### config.mk
export PLATFORM = sky130hd
export DESIGN_NAME = seg_display_sched_flat
export DESIGN_NICKNAME = d
export VERILOG_FILES = /design/src/rtl/seg_display_sched_if.sv /design/src/rtl/seg_display_sched.sv /design/src/flat_wrapper.sv
export SDC_FILE = /design/constraint.sdc
export NUM_CORES = 1
export LEC_CHECK = 0
export CAP_MARGIN = 5
export CORE_MARGIN = 2
export CORE_UTILIZATION = 48
export CTS_CLUSTER_DIAMETER = 200
export DETAILED_ROUTE_END_ITERATION = 16
export PLACE_DENSITY = 0.8
export SLEW_MARGIN = 20
export SYNTH_ARGS = -nofsm -noshare
export SYNTH_HDL_FRONTEND = slang
export SYNTH_SLANG_ARGS = --single-unit
export TNS_END_PERCENT = 50
### constraint.sdc
create_clock -name clk -period 2 [get_ports clk]
set_input_delay 0.3 -clock clk [delete_from_list [all_inputs] [get_ports clk]]
set_output_delay 0.3 -clock clk [all_outputs]
set_load 0.03 [all_outputs]
### src/rtl/seg_display_sched_if.sv
// Request and display bundle for the 7-segment display scheduler.
// DISP_LAMP_TEST_EN adds the lamp_test request.
interface seg_display_sched_if;
    logic [11:0] live_val;
    logic [11:0] set_val;
    logic        set_strobe;
    logic        fault_req;
    logic [11:0] fault_code;
    logic        fault_ack;
    logic [11:0] disp_data;
    logic        disp_blank;
    logic [1:0]  disp_src;
    logic        refresh_tick;
`ifdef DISP_LAMP_TEST_EN
    logic        lamp_test;

    modport master (
        output live_val, set_val, set_strobe,
        output fault_req, fault_code, lamp_test,
        input  fault_ack, disp_data, disp_blank,
        input  disp_src, refresh_tick
    );

    modport slave (
        input  live_val, set_val, set_strobe,
        input  fault_req, fault_code, lamp_test,
        output fault_ack, disp_data, disp_blank,
        output disp_src, refresh_tick
    );
`else
    modport master (
        output live_val, set_val, set_strobe,
        output fault_req, fault_code,
        input  fault_ack, disp_data, disp_blank,
        input  disp_src, refresh_tick
    );

    modport slave (
        input  live_val, set_val, set_strobe,
        input  fault_req, fault_code,
        output fault_ack, disp_data, disp_blank,
        output disp_src, refresh_tick
    );
`endif
endinterface

### src/rtl/seg_display_sched.sv
// Shares one 3-digit display between live value, setpoint and fault code.
// DISP_LAMP_TEST_EN adds a lamp test override (disp_src=3).
module seg_display_sched #(
    parameter int REFRESH_DIV = 500000,
    parameter int HOLD_TICKS  = 100,
    parameter int FAULT_TICKS = 200,
    parameter int BLINK_TICKS = 25
) (
    input logic clk,
    input logic rst,
    seg_display_sched_if.slave bus
);
    localparam int RW   = $clog2(REFRESH_DIV);
    localparam int DMAX = (HOLD_TICKS > FAULT_TICKS) ? HOLD_TICKS : FAULT_TICKS;
    localparam int DW   = $clog2(DMAX + 1);
    localparam int BW   = $clog2(BLINK_TICKS + 1);

    localparam logic [RW-1:0] R_LAST = RW'(REFRESH_DIV - 1);
    localparam logic [DW-1:0] H_LAST = DW'(HOLD_TICKS - 1);
    localparam logic [DW-1:0] F_LAST = DW'(FAULT_TICKS - 1);
    localparam logic [BW-1:0] B_LAST = BW'(BLINK_TICKS - 1);

    localparam logic [1:0] S_LIVE  = 2'd0;
    localparam logic [1:0] S_SETPT = 2'd1;
    localparam logic [1:0] S_FAULT = 2'd2;

    logic [1:0]    state;
    logic [RW-1:0] rcnt;
    logic          tick;
    logic [DW-1:0] dwell;
    logic [BW-1:0] blink;
    logic          phase;
    logic          set_pending;
    logic [11:0]   set_lat;
    logic [11:0]   flt_lat;
    logic          ack;
    logic [11:0]   data;
    logic          blank;
    logic [1:0]    src;
    logic          f_done;
    logic          go_fault;

    assign f_done   = tick && (dwell == F_LAST);
    // Fault is ignored while showing one, except at the exit tick.
    assign go_fault = bus.fault_req && (state != S_FAULT || f_done);

    always_ff @(posedge clk) begin
        if (rst) begin
            state       <= S_LIVE;
            rcnt        <= '0;
            tick        <= 1'b0;
            dwell       <= '0;
            blink       <= '0;
            phase       <= 1'b0;
            set_pending <= 1'b0;
            set_lat     <= '0;
            flt_lat     <= '0;
            ack         <= 1'b0;
            data        <= '0;
            blank       <= 1'b0;
            src         <= S_LIVE;
        end else begin
            tick <= (rcnt == R_LAST);
            rcnt <= (rcnt == R_LAST) ? '0 : rcnt + 1'b1;
            ack  <= 1'b0;

            if (bus.set_strobe) set_lat <= bus.set_val;

            if (go_fault) begin
                state   <= S_FAULT;
                flt_lat <= bus.fault_code;
                dwell   <= '0;
                blink   <= '0;
                phase   <= 1'b0;
                ack     <= 1'b1;
                if (bus.set_strobe) set_pending <= 1'b1;
            end else begin
                case (state)
                    S_LIVE: begin
                        if (bus.set_strobe) begin
                            state <= S_SETPT;
                            dwell <= '0;
                        end
                    end
                    S_SETPT: begin
                        if (bus.set_strobe) begin
                            dwell <= '0;
                        end else if (tick) begin
                            if (dwell == H_LAST) state <= S_LIVE;
                            else dwell <= dwell + 1'b1;
                        end
                    end
                    S_FAULT: begin
                        if (tick) begin
                            blink <= (blink == B_LAST) ? '0 : blink + 1'b1;
                            if (blink == B_LAST) phase <= ~phase;
                        end
                        if (f_done) begin
                            if (set_pending || bus.set_strobe) begin
                                state       <= S_SETPT;
                                set_pending <= 1'b0;
                                dwell       <= '0;
                            end else begin
                                state <= S_LIVE;
                            end
                        end else begin
                            if (tick) dwell <= dwell + 1'b1;
                            if (bus.set_strobe) set_pending <= 1'b1;
                        end
                    end
                    default: state <= S_LIVE;
                endcase
            end

`ifdef DISP_LAMP_TEST_EN
            if (bus.lamp_test) begin
                data  <= 12'h888;
                blank <= 1'b0;
                src   <= 2'd3;
            end else
`endif
            if (tick) begin
                case (state)
                    S_LIVE: begin
                        data  <= bus.live_val;
                        blank <= 1'b0;
                        src   <= S_LIVE;
                    end
                    S_SETPT: begin
                        data  <= set_lat;
                        blank <= 1'b0;
                        src   <= S_SETPT;
                    end
                    default: begin
                        data  <= flt_lat;
                        blank <= phase;
                        src   <= S_FAULT;
                    end
                endcase
            end
        end
    end

    assign bus.fault_ack    = ack;
    assign bus.disp_data    = data;
    assign bus.disp_blank   = blank;
    assign bus.disp_src     = src;
    assign bus.refresh_tick = tick;
endmodule

### src/flat_wrapper.sv
// flat-port wrapper written by rule: the top's interface ports become plain ports
module seg_display_sched_flat 
#(
    parameter int REFRESH_DIV = 500000,
    parameter int HOLD_TICKS  = 100,
    parameter int FAULT_TICKS = 200,
    parameter int BLINK_TICKS = 25
)
  (clk, rst, bus_live_val, bus_set_val, bus_set_strobe, bus_fault_req, bus_fault_code, bus_fault_ack, bus_disp_data, bus_disp_blank, bus_disp_src, bus_refresh_tick);
  seg_display_sched_if bus_i ();
  input logic clk;
  input logic rst;
  input wire logic [$bits(bus_i.live_val)-1:0] bus_live_val;
  input wire logic [$bits(bus_i.set_val)-1:0] bus_set_val;
  input wire logic [$bits(bus_i.set_strobe)-1:0] bus_set_strobe;
  input wire logic [$bits(bus_i.fault_req)-1:0] bus_fault_req;
  input wire logic [$bits(bus_i.fault_code)-1:0] bus_fault_code;
  output wire logic [$bits(bus_i.fault_ack)-1:0] bus_fault_ack;
  output wire logic [$bits(bus_i.disp_data)-1:0] bus_disp_data;
  output wire logic [$bits(bus_i.disp_blank)-1:0] bus_disp_blank;
  output wire logic [$bits(bus_i.disp_src)-1:0] bus_disp_src;
  output wire logic [$bits(bus_i.refresh_tick)-1:0] bus_refresh_tick;
  assign bus_i.live_val = bus_live_val;
  assign bus_i.set_val = bus_set_val;
  assign bus_i.set_strobe = bus_set_strobe;
  assign bus_i.fault_req = bus_fault_req;
  assign bus_i.fault_code = bus_fault_code;
  assign bus_fault_ack = bus_i.fault_ack;
  assign bus_disp_data = bus_i.disp_data;
  assign bus_disp_blank = bus_i.disp_blank;
  assign bus_disp_src = bus_i.disp_src;
  assign bus_refresh_tick = bus_i.refresh_tick;
  seg_display_sched #(.REFRESH_DIV(REFRESH_DIV), .HOLD_TICKS(HOLD_TICKS), .FAULT_TICKS(FAULT_TICKS), .BLINK_TICKS(BLINK_TICKS)) u_core (.clk(clk), .rst(rst), .bus(bus_i));
endmodule
Word-level counts from Yosys, hierarchy flattened
Cells that the tools add are included.
{ "totals": {"elab_cells": 82, "register_bits": 77} }
{ "classes": {"mux": 26, "eq_ne": 22, "bitwise": 1, "n_addsub": 3, "n_reduce_logical": 16} }
{ "ops": {"columns": ["op", "count"], "rows": [
  ["two-way mux 8 bit", 7],
  ["one-hot mux 12 bit (2 select lines)", 1],
  ["one-hot mux 8 bit (3 select lines)", 1],
  ["adder 19 x 1 -> 19 bit (second input constant)", 1],
  ["== test 19 bit (second input constant)", 1],
  ["two-way mux 2 bit", 6],
  ["inequality test 3 x 1 -> 1 bit (second input constant)", 4],
  ["AND reduction 5 bit", 2],
  ["inequality test 3 x 2 -> 1 bit (second input constant)", 3],
  ["inequality test 3 bit (second input constant)", 3],
  ["adder 8 x 1 -> 8 bit (second input constant)", 1],
  ["== test 8 x 7 -> 1 bit (second input constant)", 1],
  ["== test 8 bit (second input constant)", 1],
  ["two-way mux 1 bit", 8],
  ["inequality test 2 x 1 -> 1 bit (second input constant)", 3],
  ["inequality test 2 bit (second input constant)", 3],
  ["one-hot mux 2 bit (3 select lines)", 1],
  ["AND reduction 6 bit", 1],
  ["OR reduction 2 bit", 3],
  ["adder 5 x 1 -> 5 bit (second input constant)", 1],
  ["== test 5 bit (second input constant)", 1],
  ["two-way mux 5 bit", 1],
  ["one-hot mux 2 bit (2 select lines)", 1],
  ["AND reduction 2 bit", 2],
  ["9 further kinds", 11]
]} }

Depth between registers and ports, before layout
Gate-level depths: netlist (run 1).
{ "depth": {"word_depth": 6, "depth_mapped": 9, "depth_no_buf": 7} }

Worst setup path before layout (run 1)
Ideal clock, no wire load.
{ "synth_path": {"path_kind": "reg2reg", "startpoint": "register u_core.state[0]", "endpoint": "register u_core.dwell[2]", "arrival_ps": 1718, "setup_slack_ps": 164, "path_stages_with_launch": 9, "t_required_ps": 1883, "period_less_slack_ps": 1836, "setup_time_ps": 117, "cell_sequence": "dfxtp_1 inv_1 ha_1 clkbuf_1 nand2b_1 o2bb2a_1 o211ai_4 nor2_1 a32o_1"} }
{ "synth_via": {"elab_chain_len": 4} }
{ "synth_rtl": {"columns": ["item", "line_no", "rtl"], "rows": [
  ["start: declaration", "seg_display_sched.sv:27", "logic [1:0] state;"],
  ["start signal: assignment", "seg_display_sched.sv:49", "state <= S_LIVE;"],
  ["start signal: assignment", "seg_display_sched.sv:70", "state <= S_FAULT;"],
  ["start signal: assignment", "seg_display_sched.sv:81", "state <= S_SETPT;"],
  ["branches (longest 4 deep; another with AND reduction 6 bit)", null, null],
  ["end signal: assignment", "seg_display_sched.sv:90", "else dwell <= dwell + 1'b1;"],
  ["end signal: assignment", "seg_display_sched.sv:107", "if (tick) dwell <= dwell + 1'b1;"],
  ["end: declaration", "seg_display_sched.sv:30", "logic [DW-1:0] dwell;"]
]} }
Several ways; the timed one is not identified.
A chain may end at the register's enable or synchronous reset.

Worst setup path after layout (run 1)
{ "layout_path": {"startpoint": "register u_core.dwell[0]", "endpoint": "register u_core.dwell[2]"} }
{ "layout_via": {"elab_chain_len": 5} }
{ "layout_rtl": {"columns": ["item", "line_no"], "rows": [
  ["adder 8 x 1 -> 8 bit / == test 8 bit (equally long branches)", "seg_display_sched.sv:90, seg_display_sched.sv:107, seg_display_sched.sv:43"],
  ["two-way mux 8 bit / logical AND 1 bit (equally long branches)", "seg_display_sched.sv:89, seg_display_sched.sv:43"],
  ["two-way mux 8 bit / logical OR 1 bit (equally long branches)", "seg_display_sched.sv:88, seg_display_sched.sv:45"],
  ["two-way mux 8 bit / logical AND 1 bit (equally long branches)", "seg_display_sched.sv:86, seg_display_sched.sv:45"],
  ["one-hot mux 8 bit (3 select lines) / OR reduction 2 bit (equally long branches)", null]
]} }
Several ways; a longest one is shown, not always the timed one. The select of a mux whose other input is x is not followed.

==> results of run 1 <==
-- tightest hold or removal path, delay by kind of cell --
family          cells  cell delay, ns
compound gates      1            0.11
simple gates        1            0.06
buf+inv             1            0.13
-- routing by layer --
layer  vias to the layer above  GRT usage, %
met1                      1391          26.5
met2                        65          35.4
met3                         5          6.44
li1                       1464             -
met5                         -             0
met4                         0          3.72
-- cells in the final DEF, fill, tap and decap left out, types with 12 or more instances in the layout --
cell type / n
mux2i_1: 14
buf_4: 23
a22oi_1: 12
xor2_1: 17
dfxtp_1: 77
a311oi_1: 13
nor2_1: 65
a21oi_1: 18
clkdlybuf4s50_1: 54
nand2_1: 51
-- where the power goes --
| part | switching (uW) | internal, uW |
|---|---|---|
| Combinational | 292 | 251 |
| Sequential | 30.4 | 1580 |
| Clock | 550 | 602 |
| Total | 872 | 2430 |
-- registers in the layout, indices dropped and copies added, names as in the netlist --
register / count
u_core.set_lat: 12
u_core.flt_lat: 12
u_core.state: 2
u_core.set_pending: 1
u_core.bus.disp_src: 2
u_core.bus.disp_blank: 1
u_core.bus.disp_data: 12
u_core.blink: 5
u_core.bus.refresh_tick: 1
u_core.rcnt: 19
u_core.bus.fault_ack: 1
u_core.dwell: 8
u_core.phase: 1
-- final timing paths --
check | startpoint | to
setup / recovery | u_core.dwell[0] | u_core.dwell[2]
hold / removal | rst | u_core.dwell[4]
setup reg to reg | u_core.dwell[0] | u_core.dwell[2]
hold reg to reg | u_core.flt_lat[0] | u_core.flt_lat[0]
-- stage by stage --
| step | utilization [%] | hold slack, ns |
|---|---|---|
| 2_1_floorplan | - | 0.430 |
| 3_3_place_gp | 60.8 | 0.442 |
| 3_5_place_dp | 60.8 | 0.449 |
| 4_1_cts | 63.5 | 0.302 |
| 5_1_grt | 63.7 | 0.301 |
| 6_report | 63.7 | 0.305 |
-- cell families (layout without fill, tap and decap cells) --
| group | count (synthesis) | count (layout) | share of synthesized area, % |
|---|---|---|---|
| and+or+nand+nor | 169 | 169 | 24.0 |
| DFF | 77 | 77 | 45.2 |
| AOI/OAI and AO/OA | 62 | 62 | 13.7 |
| buffers and inverters | 29 | 102 | 3.63 |
| xor gates and xnor gates | 25 | 25 | 6.42 |
| muxes | 14 | 14 | 4.11 |
| adders and majority gates | 8 | 8 | 2.94 |
-- cell type report --
class	count	area, sq um	area share (%)
clock buffer	11	141	3.25
clock inverter	4	48.8	1.12
inverter	9	33.8	0.776
multi-input combinational	278	1750	40.2
sequential	77	1540	35.4
tap	96	120	2.76
timing repair buffer	78	718	16.5
-- repair_timing --
| action | CTS | global route |
|---|---|---|
| buffers inserted | 0 | 1 |
| resized for setup | 0 | 2 |
| endpoints found under the setup margin | 0 | 14 |
-- synth_stat cells, drive strengths merged, types with 3 or more instances --
cell and number:
dfxtp 77, nor2 65, nand2 51, a21oi 19, xor2 17, mux2i 14
a311oi 13, a22oi 12, clkbuf 12, nand3 11, inv 9, nand4 9
buf 8, ha 8, xnor2 8, and2 5, o21a 5, o21ai 4
and3 3, and4 3, nand2b 3, nor3 3, nor4 3
==> results.json, run 1 <==
{
  "critPathLaunchType": "flip-flop",
  "fp-row-count": 30,
  "grt_pass1_vias": 2754,
  "ys_seq_elements": 77,
  "vias_per_cell": 5.29,
  "wl_mm": 7.91,
  "critPathSlowestCell": "dfxtp_1",
  "detail_route.first_pass.iterations": 4,
  "dr_total_vias": 2925,
  "worst_slack_ns": 0.106,
  "ant_nets": 0,
  "cp_cell_sequence": "ha_2, nand4b_1, o2bb2a_1, o211ai_4, nor2_1, a32o_1",
  "routed-wl-met2_mm": 3.93,
  "overflow": 0,
  "maxSlewViolCount": 0,
  "antenna_found_initial": 0,
  "cts_root_buffer": "clkbuf_8",
  "powerDensity_nw_per_um2": 760,
  "crit_buf_inv": 0,
  "grt_pass1_wl_mm": 12.6,
  "start_util_pct": 49.9,
  "fin_crit_sh_pct": 94.7,
  "htreeDepth": 3,
  "dieArea_sq_um": 7790,
  "synthCells": 384,
  "post_drt_wl_per_cell_microns": 14.3,
  "synth.distinct_cells": 48,
  "finClkSkew_ns": 0.00549,
  "clkTransAtPathRegs_ns": 0.08,
  "status": "finished clean",
  "syn_area_sq_um": 3410,
  "grt_max_degree": 46,
  "ys_seq_area_share_pct": 45.2,
  "syn_avg_cell_area_sq_um": 8.88,
  "track_usage_pct": 20.8,
  "critPathTopFamily": "compound AO/OA/AOI/OAI gates",
  "crit_path_max_incr_delay_ns": 0.39,
  "total_leakage_power_uw": 0.00160,
  "clock_latency_ns": 0.34,
  "postCtsHoldBufs": 0,
  "highest_layer": "met4",
  "worstHoldPathType": "in -> reg",
  "antenna_cells": 0,
  "fp.dieH_microns": 88.3,
  "tightest_slew_ns": 0.454,
  "nNetsFinal": 501,
  "core_area_sq_um": 6830,
  "fmax_mhz": 528,
  "max-vdd-ir-drop_v": 0.000573,
  "setup_violations": 0,
  "synth_edf_count": 0,
  "fin_cells": 553,
  "io_pins": 57,
  "hpwlAfterDp_mm": 5.67,
  "maxSlewHeadroom_pct": 69.7,
  "drv_cap": 0,
  "cts_tree": "built",
  "fin_area_sq_um": 4350,
  "period_needed_ns": 1.89,
  "path_max_fanout": 8,
  "crit_path_end_kind": "flip-flop",
  "synth.area.top_cells": "dfxtp_1 (45%), nor2_1 (7.2%), nand2_1 (5.6%), xor2_1 (4.4%), mux2i_1 (4.1%)",
  "yosys.area.top_type": "dfxtp_1",
  "async_flop_share_pct": 0,
  "fill_cells": 580,
  "syn-num-nets": 432,
  "synthToLayoutAreaGrowth_pct": 27.6,
  "finalPower_uw": 3310,
  "wl_met1_mm": 3.58,
  "worstRegToRegCells": 6,
  "placed_cells": 537,
  "numClockSinks": 77,
  "cts_made_buffers": 9,
  "min_path_cells": 3,
  "preCtsSetupSlack_ns": -0.0905,
  "synth_warnings": 0,
  "finalWeightedCongestion": 0.795,
  "timing.reg2reg.setup_slack_ns": 0.11,
  "cp.depth": 6,
  "io_buffers": 56,
  "synth_top_cell_area_share_pct": 45.2,
  "hold_viol": 0,
  "wl_met3_microns": 359,
  "cp.arrival_ns": 2.14,
  "drt-initial-drc-count": 189,
  "die_w_microns": 88.3,
  "path_class": "reg -> reg",
  "synth_ff_type": "dfxtp_1",
  "cp.required_ns": 2.24,
  "finalSetupTns_ns": 0,
  "postPlaceCellArea_sq_um": 4150,
  "drive_gt1_share_pct": 10.3,
  "drc": 0,
  "cts_max_path_buffers": 2
}
(Power assumes the default switching activity.)
==> inputs of run 2 (changes only) <==
--- a/config.mk
+++ b/config.mk
@@ -7,10 +7,9 @@
 export LEC_CHECK = 0
 export CAP_MARGIN = 5
 export CORE_MARGIN = 2
-export CORE_UTILIZATION = 48
-export CTS_CLUSTER_DIAMETER = 200
+export CORE_UTILIZATION = 57
 export DETAILED_ROUTE_END_ITERATION = 16
-export PLACE_DENSITY = 0.8
+export PLACE_DENSITY = 0.89
 export SLEW_MARGIN = 20
 export SYNTH_ARGS = -nofsm -noshare
 export SYNTH_HDL_FRONTEND = slang
==> constraint.sdc (replaced) <==
create_clock -name clk -period 2.2 [get_ports clk]
set_input_delay 0.33 -clock clk [delete_from_list [all_inputs] [get_ports clk]]
set_output_delay 0.33 -clock clk [all_outputs]
set_load 0.03 [all_outputs]
==> results.json, run 2 (synthesis results as in run 1) <==
{
  "io_buffers": 56,
  "path_max_fanout": 9,
  "fmax_mhz": 503,
  "grt_pass1_wl_mm": 13.1,
  "maxSlewHeadroom_pct": 64.5,
  "post_cts_resize_count": 0,
  "hpwlAfterDp_mm": 5.66,
  "min_path_cells": 1,
  "clkTransAtPathRegs_ns": 0.07,
  "final_common_cell": "dfxtp_1",
  "fp.dieH_microns": 81.3,
  "worstRegToRegCells": 7,
  "antenna_cells": 0,
  "cp-endpoint": "u_core.dwell[2]",
  "postPlaceCellArea_sq_um": 4060,
  "post_drt_wl_per_cell_microns": 15.2,
  "wl_mm": 7.91,
  "hold_viol": 0,
  "grt_max_degree": 31,
  "clock_latency_ns": 0.34,
  "cp.arrival_ns": 2.23,
  "largest_reg_flops": 19,
  "crit_path_end_kind": "flip-flop",
  "detail_route.first_pass.iterations": 4,
  "htreeDepth": 3,
  "cts_max_path_buffers": 2,
  "crit_start": "u_core.state[0]",
  "critPathLaunchType": "flip-flop",
  "nNetsFinal": 491,
  "drive_gt1_share_pct": 7.17,
  "post-cts-setup-buffers": 0,
  "finalSetupTns_ns": 0,
  "synthToLayoutAreaGrowth_pct": 24.4,
  "cts_root_buffer": "clkbuf_8",
  "preCtsSetupSlack_ns": 0.0473,
  "dieArea_sq_um": 6620,
  "fin_crit_sh_pct": 90.4,
  "maxSlewViolCount": 0,
  "final_cell_mix": "dfxtp_1 (77), nor2_1 (65), clkdlybuf4s50_1 (56), nand2_1 (51), a21oi_1 (18)",
  "overflow": 0,
  "setup_violations": 0,
  "grt_pass1_vias": 2887,
  "regMostFlops": "u_core.rcnt",
  "cts_tree": "built",
  "ant_nets": 0,
  "worst_slack_ns": 0.211,
  "track_usage_pct": 25.6,
  "die_w_microns": 81.3,
  "drv_cap": 0,
  "tightest_slew_ns": 0.533,
  "dr_total_vias": 2961,
  "core_area_sq_um": 5850,
  "path_class": "reg -> reg",
  "powerDensity_nw_per_um2": 685,
  "cts_made_buffers": 9,
  "grt_setup_unrepaired": "false",
  "cp.required_ns": 2.44,
  "finalWeightedCongestion": 0.919,
  "total_leakage_power_uw": 0.00154,
  "rr_startpoint": "u_core.state[0]",
  "finClkSkew_ns": 0.00630,
  "io_pins": 57,
  "start_util_pct": 58.3,
  "fin_area_sq_um": 4240,
  "postCtsHoldBufs": 0,
  "vias_per_cell": 5.68,
  "worstHoldPathType": "reg -> reg",
  "status": "finished clean",
  "period_needed_ns": 1.99,
  "numClockSinks": 77,
  "antenna_found_initial": 0,
  "drc": 0,
  "timing.rr.end": "u_core.dwell[2]",
  "drt-initial-drc-count": 204,
  "max-vdd-ir-drop_v": 0.000564,
  "timing.reg2reg.setup_slack_ns": 0.21,
  "fp-row-count": 28
}
[run 2: changes by cell type in the layout (fill, tap and decap cells not counted)]
cell             change
clkdlybuf4s50_1      +2
buf_4               -11
ha_1                 +1
clkinv_2             -1
and2_2               -1
ha_2                 -1
clkbuf_8             -1
buf_2                -1
clkinvlp_4           +1
and2_1               +1
[run 2: worst min-delay path by stage]
| stage | start | end | slack (ns) |
|---|---|---|---|
| floorplan | u_core.rcnt[0] | u_core.rcnt[0] | 0.43 |
| global placement | u_core.flt_lat[6] | u_core.flt_lat[6] | 0.44 |
| detailed placement | u_core.rcnt[0] | u_core.rcnt[0] | 0.45 |
| CTS | u_core.flt_lat[9] | u_core.flt_lat[9] | 0.46 |
| global route | u_core.flt_lat[1] | u_core.flt_lat[1] | 0.49 |
| finish | u_core.rcnt[0] | u_core.rcnt[0] | 0.46 |
[run 2: per-stage QoR]
step,hold slack [ns],power (uW),cells,utilization (%)
2_1_floorplan,0.430,1760,384,-
3_3_place_gp,0.442,1920,507,69.5
3_5_place_dp,0.450,1940,507,69.5
4_1_cts,0.464,2920,521,72.5
5_1_grt,0.486,3040,521,72.5
6_report,0.461,2910,521,72.5
[run 2: area by class of cell]
class                   instances  area (sq um)
clock buffers                  10           128
clock inverters                 4          51.3
fillers                       406          1610
repair buffers                 68           651
inverters                       9          33.8
well taps                      75          93.8
multi-input cells             278          1740
flip-flops and latches         77          1540
[run 2: power breakdown]
group	internal (uW)	switching, uW	total (uW)
registers	1440	28.2	1470
clock network	511	482	994
logic	191	256	447
[run 2: per-layer routing]
| layer | track usage [%] | vias up | part of all wire (%) |
|---|---|---|---|
| met1 | 32.0 | 1412 | 43 |
| met3 | 8.44 | 17 | 6.3 |
| met4 | 9.15 | 0 | 1.8 |
| met2 | 41.3 | 90 | 49 |
| met5 | 0 | - | 0 |
| li1 | - | 1442 | - |
[run 2: critical path, stage by stage, from the launching register on]
cell and delay, ns:
dfxtp_1 0.34, inv_1 0.11, ha_1 0.36, nand2b_1 0.10
o2bb2a_1 0.34, o211ai_4 0.30, nor2_1 0.12, a32o_1 0.22
==> inputs of run 3 (changes only) <==
--- a/config.mk
+++ b/config.mk
@@ -5,11 +5,13 @@
 export SDC_FILE = /design/constraint.sdc
 export NUM_CORES = 1
 export LEC_CHECK = 0
-export CAP_MARGIN = 5
+export CAP_MARGIN = 10
 export CORE_MARGIN = 2
 export CORE_UTILIZATION = 57
 export DETAILED_ROUTE_END_ITERATION = 16
+export MAX_ROUTING_LAYER = met4
 export PLACE_DENSITY = 0.89
+export RECOVER_POWER = 100
 export SLEW_MARGIN = 20
 export SYNTH_ARGS = -nofsm -noshare
 export SYNTH_HDL_FRONTEND = slang
==> results.json, run 3 (synthesis results as in run 1) <==
{
  "status": "finished clean",
  "rr_startpoint": "u_core.state[0]",
  "setup_violations": 0,
  "wl_met1_mm": 3.53,
  "fin_crit_sh_pct": 92.2,
  "pwr-share-comb_pct": 15.1,
  "overflow": 0,
  "antenna_found_initial": 0,
  "clkTransAtPathRegs_ns": 0.07,
  "detail_route.first_pass.iterations": 4,
  "final_common_cell": "dfxtp_1",
  "wl_met3_microns": 471,
  "min_from": "u_core.rcnt[0]",
  "worstHoldPathType": "reg -> reg",
  "fin_cells": 521,
  "p_sw_uw": 769,
  "max-vdd-ir-drop_v": 0.000571,
  "postCtsHoldBufs": 0,
  "finalSetupTns_ns": 0,
  "die_w_microns": 81.3,
  "preCtsSetupSlack_ns": 0.0473,
  "regMostFlops": "u_core.rcnt",
  "largest_reg_flops": 19,
  "dieArea_sq_um": 6620,
  "total_leakage_power_uw": 0.00159,
  "maxSlewViolCount": 0,
  "fill_cells": 411,
  "wl_mm": 7.94,
  "maxSlewHeadroom_pct": 56.2,
  "cts_made_buffers": 9,
  "grt_max_degree": 31,
  "hpwlAfterDp_mm": 5.66,
  "fmax_mhz": 493,
  "nNetsFinal": 491,
  "drc": 0,
  "post-cts-setup-buffers": 0,
  "p_clk_share_pct": 34.4,
  "grt_setup_unrepaired": "false",
  "ant_nets": 0,
  "vias_per_cell": 5.62,
  "drv_cap": 0,
  "p_sw_share_pct": 26.5,
  "numClockSinks": 77,
  "track_usage_pct": 26.4,
  "synthToLayoutAreaGrowth_pct": 23.8,
  "grt_pass1_vias": 2883,
  "fp.dieH_microns": 81.3,
  "core_area_sq_um": 5850,
  "cp.required_ns": 2.44,
  "p_int_uw": 2130,
  "hold_viol": 0,
  "powerDensity_nw_per_um2": 687,
  "worst_slack_ns": 0.171,
  "finalWeightedCongestion": 0.935,
  "post_drt_wl_per_cell_microns": 15.2,
  "antenna_cells": 0,
  "cts_max_path_buffers": 2,
  "finClkSkew_ns": 0.00759,
  "cts_root_buffer": "clkbuf_8",
  "htreeDepth": 3,
  "start_util_pct": 58.3,
  "drive_gt1_share_pct": 6.95,
  "io_buffers": 56,
  "tightest_slew_ns": 0.657,
  "placed_cells": 507,
  "cts_tree": "built",
  "path_max_fanout": 9,
  "cp.arrival_ns": 2.27,
  "fp-row-count": 28,
  "final_cell_mix": "dfxtp_1 (77), nor2_1 (65), nand2_1 (51), clkdlybuf4s50_1 (38)",
  "crit_path_end_kind": "flip-flop",
  "critPathLaunchType": "flip-flop",
  "period_needed_ns": 2.03,
  "pwr-share-seq_pct": 50.5,
  "highest_layer": "met4",
  "crit_start": "u_core.state[0]",
  "path_class": "reg -> reg",
  "clock_latency_ns": 0.35,
  "dr_total_vias": 2927,
  "post_cts_resize_count": 0,
  "routed-wl-met2_mm": 3.81,
  "grt_pass1_wl_mm": 13.1,
  "io_pins": 57,
  "drt-initial-drc-count": 211
}
## run 3: path summary, 6_finish.rpt
| path | to | slack, ns | depth (start not counted) |
|---|---|---|---|
| worst max-delay path | u_core.dwell[2] | 0.17 | 7 |
| worst min-delay path | u_core.rcnt[0] | 0.46 | 1 |
| worst max register to register | u_core.dwell[2] | 0.17 | 7 |
| worst min register to register | u_core.rcnt[0] | 0.46 | 1 |
## run 3: critical path, stage by stage, from the launching register on
cell and delay (ns):
dfxtp_1 0.34, inv_1 0.11, ha_1 0.35, nand2b_1 0.09, o2bb2a_1 0.31, o211ai_2 0.36
nor2_1 0.13, a32o_1 0.22
## run 3: through the flow
step	total power [uW]	instance area, sq um	util, %	hold slack [ns]
floorplan	1760	3410	-	0.430
global placement	1920	4060	69.5	0.442
detailed placement	1940	4060	69.5	0.450
CTS	2920	4240	72.5	0.464
global route	3030	4220	72.1	0.486
finish	2900	4220	72.1	0.461
## run 3: final cells by class
| type | instances | area (sq um) | area share, % |
|---|---|---|---|
| timing repair buffer | 68 | 637 | 15.1 |
| tap | 75 | 93.8 | 2.22 |
| multi-input combinational | 278 | 1740 | 41.1 |
| clock buffer | 10 | 128 | 3.02 |
| sequential | 77 | 1540 | 36.5 |
| inverter | 9 | 33.8 | 0.800 |
| clock inverter | 4 | 51.3 | 1.22 |
## run 3: layer usage
metal  track usage (%)  vias up
li1                  -     1442
met1              32.1     1388
met2              41.2       82
met3              8.44       15
met4              9.15        0
met5                 -        -
## run 3: power groups by stage
stage          clock [uW]  sequential (uW)  combinational (uW)
6_report              998             1470                 436
5_1_grt              1080             1470                 478
4_1_cts              1010             1470                 445
3_5_place_dp            0             1500                 441
3_3_place_gp            0             1490                 422
2_1_floorplan           0             1490                 266
